### config.mk
export PLATFORM = sky130hd
export DESIGN_NAME = float_ieee_packer
export DESIGN_NICKNAME = d
export VERILOG_FILES = /design/src/rtl/float_ieee_packer_pkg.sv /design/src/rtl/float_ieee_packer_round.sv /design/src/rtl/float_ieee_packer.sv
export SDC_FILE = /design/constraint.sdc
export NUM_CORES = 1
export LEC_CHECK = 0
export ABC_AREA = 1
export CAP_MARGIN = 10
export CORE_UTILIZATION = 30
export CTS_BUF_LIST = sky130_fd_sc_hd__clkbuf_16
export CTS_CLUSTER_DIAMETER = 40
export DETAILED_ROUTE_END_ITERATION = 12
export DONT_BUFFER_PORTS = 1
export PLACE_DENSITY = 0.49
export SYNTH_ARGS = -nofsm -noshare
export SYNTH_HDL_FRONTEND = slang
export SYNTH_SLANG_ARGS = --single-unit
export TNS_END_PERCENT = 5
### constraint.sdc
create_clock -name clk_i -period 3.9 [get_ports clk_i]
set_input_delay 0.39 -clock clk_i [delete_from_list [all_inputs] [get_ports clk_i]]
set_output_delay 0.39 -clock clk_i [all_outputs]
set_load 0.02 [all_outputs]
### src/rtl/float_ieee_packer_pkg.sv
// Shared types and constants for the internal-float to IEEE-754 single write-back path.
package float_pack;
  localparam int NM      = 23;
  localparam int NE      = 8;
  localparam int BIAS    = 2**(NE-1) - 1;
  localparam int EXP_INF = 2**NE - 1;
  // Exponent arithmetic is two bits wider than IEEE so neither +1 nor -1 can wrap.
  localparam int EW      = NE + 2;

  typedef struct packed {
    logic          s;
    logic [NE-1:0] exp;
    logic [NM-1:0] frac;
  } ieee_t;

  typedef enum logic [1:0] {IDLE, NORM, ROUND, OUT} packer_state_t;

  typedef struct packed {
    logic ovf;
    logic unf;
    logic inx;
  } fp_flags_t;
endpackage

### src/rtl/float_ieee_packer_round.sv
// Round-to-nearest-even of a normalised mantissa with guard/round/sticky; shared by result paths.
module float_round_rne
  import float_pack::*;
(
  input  logic [NM:0]   mant_i,
  input  logic          g_i,
  input  logic          r_i,
  input  logic          st_i,
  input  logic [EW-1:0] exp_i,
  output logic [NM:0]   mant_o,
  output logic [EW-1:0] exp_o,
  output logic          inexact_o
);
  logic          round_up;
  logic [NM+1:0] sum;

  assign round_up  = g_i & (r_i | st_i | mant_i[0]);
  assign sum       = {1'b0, mant_i} + {{(NM+1){1'b0}}, 1'b1};
  assign inexact_o = g_i | r_i | st_i;

  always_comb begin
    mant_o = mant_i;
    exp_o  = exp_i;
    if (round_up) begin
      // A carry out of the mantissa renormalises to 1.0 with the exponent bumped.
      if (sum[NM+1]) begin
        mant_o = {1'b1, {NM{1'b0}}};
        exp_o  = exp_i + EW'(1);
      end else begin
        mant_o = sum[NM:0];
      end
    end
  end
endmodule

### src/rtl/float_ieee_packer.sv
// Packs the coprocessor's unnormalised internal float into an IEEE-754 single word.
module float_ieee_packer
  import float_pack::*;
(
  input  logic              clk_i,
  input  logic              rst_i,
  input  logic              in_valid,
  output logic              in_ready,
  input  logic [NE+NM+2:0]  in_float,
  input  logic              in_carry,
  input  logic [2:0]        in_grs,
  output logic              out_valid,
  input  logic              out_ready,
  output logic [NE+NM:0]    out_ieee,
  output logic [2:0]        out_flags
);
  packer_state_t state_q;
  logic          sign_q;
  logic [EW-1:0] exp_q;
  logic          carry_q;
  logic [NM:0]   mant_q;
  logic          g_q, r_q, st_q;
  logic          out_valid_q;
  ieee_t         out_ieee_q;
  fp_flags_t     flags_q;

  logic [NM:0]   rnd_mant;
  logic [EW-1:0] rnd_exp;
  logic          rnd_inexact;
  logic          unused_rnd_msb;

  float_round_rne u_round (
    .mant_i    (mant_q),
    .g_i       (g_q),
    .r_i       (r_q),
    .st_i      (st_q),
    .exp_i     (exp_q),
    .mant_o    (rnd_mant),
    .exp_o     (rnd_exp),
    .inexact_o (rnd_inexact)
  );

  // The hidden bit is implied by the IEEE encoding.
  assign unused_rnd_msb = rnd_mant[NM];

  assign in_ready  = (state_q == IDLE) && !rst_i;
  assign out_valid = out_valid_q;
  assign out_ieee  = out_ieee_q;
  assign out_flags = flags_q;

  always_ff @(posedge clk_i) begin
    if (rst_i) begin
      state_q     <= IDLE;
      sign_q      <= 1'b0;
      exp_q       <= '0;
      carry_q     <= 1'b0;
      mant_q      <= '0;
      g_q         <= 1'b0;
      r_q         <= 1'b0;
      st_q        <= 1'b0;
      out_valid_q <= 1'b0;
      out_ieee_q  <= '0;
      flags_q     <= '0;
    end else begin
      case (state_q)
        IDLE: begin
          if (in_valid) begin
            sign_q  <= in_float[NE+NM+2];
            exp_q   <= {1'b0, in_float[NE+NM+1:NM+1]};
            mant_q  <= in_float[NM:0];
            carry_q <= in_carry;
            g_q     <= in_grs[2];
            r_q     <= in_grs[1];
            st_q    <= in_grs[0];
            state_q <= NORM;
          end
        end
        NORM: begin
          if (carry_q) begin
            mant_q  <= {1'b1, mant_q[NM:1]};
            g_q     <= mant_q[0];
            r_q     <= g_q;
            st_q    <= st_q | r_q;
            exp_q   <= exp_q + EW'(1);
            carry_q <= 1'b0;
          end else if (mant_q == '0 && !g_q && !r_q && !st_q) begin
            out_ieee_q  <= '{s: sign_q, exp: '0, frac: '0};
            flags_q     <= '0;
            out_valid_q <= 1'b1;
            state_q     <= OUT;
          end else if (exp_q == '0 || (!mant_q[NM] && exp_q == EW'(1))) begin
            // Below the normal range: flush to signed zero (no subnormals).
            out_ieee_q  <= '{s: sign_q, exp: '0, frac: '0};
            flags_q     <= '{ovf: 1'b0, unf: 1'b1, inx: g_q | r_q | st_q};
            out_valid_q <= 1'b1;
            state_q     <= OUT;
          end else if (!mant_q[NM]) begin
            mant_q <= {mant_q[NM-1:0], g_q};
            g_q    <= r_q;
            r_q    <= 1'b0;
            exp_q  <= exp_q - EW'(1);
          end else begin
            state_q <= ROUND;
          end
        end
        ROUND: begin
          if (rnd_exp >= EW'(EXP_INF)) begin
            out_ieee_q <= '{s: sign_q, exp: '1, frac: '0};
            flags_q    <= '{ovf: 1'b1, unf: 1'b0, inx: 1'b1};
          end else begin
            out_ieee_q <= '{s: sign_q, exp: rnd_exp[NE-1:0], frac: rnd_mant[NM-1:0]};
            flags_q    <= '{ovf: 1'b0, unf: 1'b0, inx: rnd_inexact};
          end
          out_valid_q <= 1'b1;
          state_q     <= OUT;
        end
        OUT: begin
          if (out_ready) begin
            out_valid_q <= 1'b0;
            state_q     <= IDLE;
          end
        end
        default: state_q <= IDLE;
      endcase
    end
  end
endmodule

==> impl_results.md <==
- Status: finished clean
- Final period utilization: about 77%
- Slew headroom: 26.9%
- Yosys reg bits: between 70 and 80
- Vias per inst: approximately 5.2
- Initial antenna violation count: 0
- Synth Cell Area: 4770 um^2
- RSZ-0062 raised after global routing: false
- Largest area contributor in the netlist: dfxtp_1
- Hold Crit Start: rst_i
- Worst flop-to-flop path endpoint: mant_q[15]
- Reg power frac: approximately a third
- Root Driver: clkbuf_16
- # rows: 45
- Gr ovfl total: 0
- Finish-stage setup viols: 0
- Number of levels in the clock H-tree: 3
- DRT antenna net count: 0
- Worst hold-check path type: input pin to register
- # clock sinks: 77
- Yosys warns: 0
- Diode count: 0
- Inserted Clock Buffers: 9
- Hold Slack: around 0.12 ns
- Sequential share of the synthesized area: between 30 and 40%
- Clk Latency, worst-skew pair: roughly 0.35 ns
- Clock network power share: around 20%
- Final core utilization: between 30 and 40%
- Post-CTS Resized: 0
- First-pass GRT wire length: about 24 mm
- CTS tree: done
- Die width: roughly 130 um
- DRC: 0
- Drt initial violations: just under 500
- Largest net degree at the start of global routing: 55
- Ys flop type: dfxtp_1
- Sw Pwr: 1.80 mW
- WHS Endpoint: out_ieee[15]
- Hold Fails Final Rpt: 0
- Switching share of power: between 40% and 50%
- Ports: 79
- Total GRT Usage: 19.0%
- WP data required: just over 4 ns
- Drt pass-1 iters: 5
- Startpoint types: register
- Worst hold stages: 1
- Post-synth ARST share: 0%
- Skew final: around 0.011 ns
- Placed Area: just under 5000 um^2
- Longest Clk Path Bufs: 2
- Post-Syn Instances: 717
- Post-route cell area: ~5200 um^2
- Comb power frac: between 40% and 50%
- Worst r2r src: state_q[1]
- Area Growth Syn to Fin: 8.48%
- Number of synthesized flops with an enable pin: 0
- Routed len/inst: about 16 um
- Pleak: around 2.1 nW
- Max-cap violation count: 0
- Setup tns final: 0 ns
- Area of the die: about 16,000 um^2
- Syn Nets: slightly below 800
- Internal power: slightly below 2 mW
- FF-to-FF setup slack: 0.90 ns
- Most area-consuming cells after synthesis: dfxtp_1 (32%), nand2_1 (12%), a21oi_1 (8.2%)
- Via count: between 4,000 and 5,000
- PD cells: 720 nW/um^2
- CP max FO: between 50 and 60
- Core ar.: about 15,000 um^2
- Nets: between 700 and 800
- Fmax: roughly 330 MHz
- Fillers: approximately 1,700
- Count of cell types in the netlist: 38
- Share of layout cells above drive strength 1: under 10%
- Worst-path clk slew: ~0.060 ns
- Critical path type: register to register
- DP HPWL: 11.4 mm
- Post-CTS Hold Fix Bufs: 0
- Vias in the first global route: 4,382
- GP Congestion: ~0.83
- Worst EP arrival: roughly 3.2 ns
- Measured slew at the worst slew-check pin: 1.10 ns
- R2R depth: 11
- CP Capture Type: register
- Pwr Total: between 3 and 4 mW
- Max-slew violation count: 0
- Maximum vdd ir drop: around 0.00032 V
- Die Height: around 130 um
- Min Clock Period, post-route: about 3 ns
- Mean Syn Cell Area: 6.65 um^2
- Number of port buffers: 0
- Total Wirelength: 14.8 mm
- Area share of the largest cell type after synthesis: 32.3%
- Number of setup buffers added after CTS: 0
- Initial Util: between 30% and 40%
==> layout by cell type (no fill, tap or decap), types with 2 or more instances in the layout <==
cell / synthesis / layout
a21oi_1: 78 / 78
nand3_2: 2 / 2
dfxtp_1: 77 / 77
o221ai_1: 26 / 26
clkinv_1: 2 / 3
clkinv_2: 0 / 2
ha_1: 10 / 10
o21ai_0: 57 / 57
and3_1: 2 / 2
xor2_1: 24 / 24
inv_1: 81 / 84
a31oi_1: 3 / 3
nor2_2: 4 / 4
o211ai_1: 4 / 4
a221oi_1: 2 / 2
nand2_2: 5 / 5
inv_2: 4 / 4
nand2_1: 155 / 155
nor2_1: 51 / 51
nor3_1: 13 / 13
xnor2_1: 2 / 2
nand3_1: 40 / 40
nand4_1: 27 / 27
clkbuf_16: 0 / 9
buf_4: 1 / 5
nor2_4: 2 / 2
==> cells by family (layout without fill, tap and decap cells) <==
group | count (synthesis) | in the layout | share of synthesized area, %
compound gates | 175 | 175 | 21.1
simple gates | 305 | 305 | 28.6
buf+inv | 124 | 108 | 10.6
xor+xnor | 26 | 26 | 4.78
flops | 77 | 77 | 32.3
fa+ha+maj | 10 | 10 | 2.62
==> area by class of cell <==
cell class	instances	area, um^2	area share, %
clock buffer	9	225	4.36
clock inverter	6	25.0	0.484
inverter	87	327	6.32
multi-input combinational	516	2720	52.7
sequential	77	1540	29.8
tap	211	264	5.11
timing repair buffer	6	65.1	1.26
==> worst max-delay path by stage <==
| stage | start | end | slack, ns |
|---|---|---|---|
| 3_5_place_dp | state_q[1] | mant_q[15] | 0.96 |
| 4_1_cts | state_q[1] | mant_q[15] | 0.95 |
| 3_3_place_gp | state_q[1] | out_flags[0] | 1.09 |
| 2_1_floorplan | mant_q[0] | out_ieee[7] | 1.92 |
| 6_report | state_q[1] | mant_q[15] | 0.90 |
| 5_1_grt | state_q[1] | mant_q[5] | 0.58 |
==> cells in the mapped netlist (2+ instances only) <==
cell / n
xnor2_1: 2
dfxtp_1: 77
nor2_4: 2
buf_2: 4
nor3_1: 13
o211ai_1: 4
buf_6: 4
inv_1: 81
a31oi_1: 3
nor2_2: 4
and3_1: 2
nand3_2: 2
nand2_2: 5
clkbuf_1: 26
nand4_1: 27
o221ai_1: 26
nand2_1: 155
clkinv_1: 2
o21ai_0: 57
a21oi_1: 78
ha_1: 10
nand3_1: 40
xor2_1: 24
inv_2: 4
a221oi_1: 2
nor2_1: 51
==> state kept, by name, indices dropped and copies added, names as in the netlist <==
signal     flops
exp_q         10
carry_q        1
state_q        2
st_q           1
r_q            1
mant_q        24
out_valid      1
out_ieee      32
g_q            1
out_flags      3
sign_q         1
==> stage by stage <==
| stage | worst slack, ns | cells |
|---|---|---|
| global route | 0.582 | 912 |
| CTS | 0.950 | 911 |
| global placement | 1.09 | 896 |
| floorplan | 1.92 | 717 |
| detailed placement | 0.959 | 896 |
| finish | 0.896 | 912 |
==> metal layers <==
layer  track usage (%)  up-vias  part of all wire, %
met5                 0        -                    0
met4              6.44        0                  1.5
li1                  -     2375                    -
met3              5.18       18                  8.2
met1              27.9     2152                   51
met2              26.1      167                   39
==> power by group through the flow <==
| stage | logic [mW] | registers [mW] | clock network, mW |
|---|---|---|---|
| after floorplan | 1.34 | 1.20 | 0 |
| after global placement | 1.68 | 1.27 | 0 |
| after detailed placement | 1.71 | 1.28 | 0 |
| after CTS | 1.71 | 1.26 | 0.742 |
| after global routing | 1.96 | 1.29 | 0.783 |
| final | 1.73 | 1.26 | 0.732 |
==> worst max-delay path, stage by stage (launching register included) <==
cell and delay [ns]:
dfxtp_1 0.33, inv_1 0.14, ha_1 0.26, clkinv_1 0.44, buf_4 0.40, a21oi_1 0.17, nor2_1 0.07, nor2_1 0.14
nand2_1 0.25, buf_4 0.37, o21ai_0 0.24, a21oi_1 0.06
Note: power is estimated with default switching activity, not from simulation.
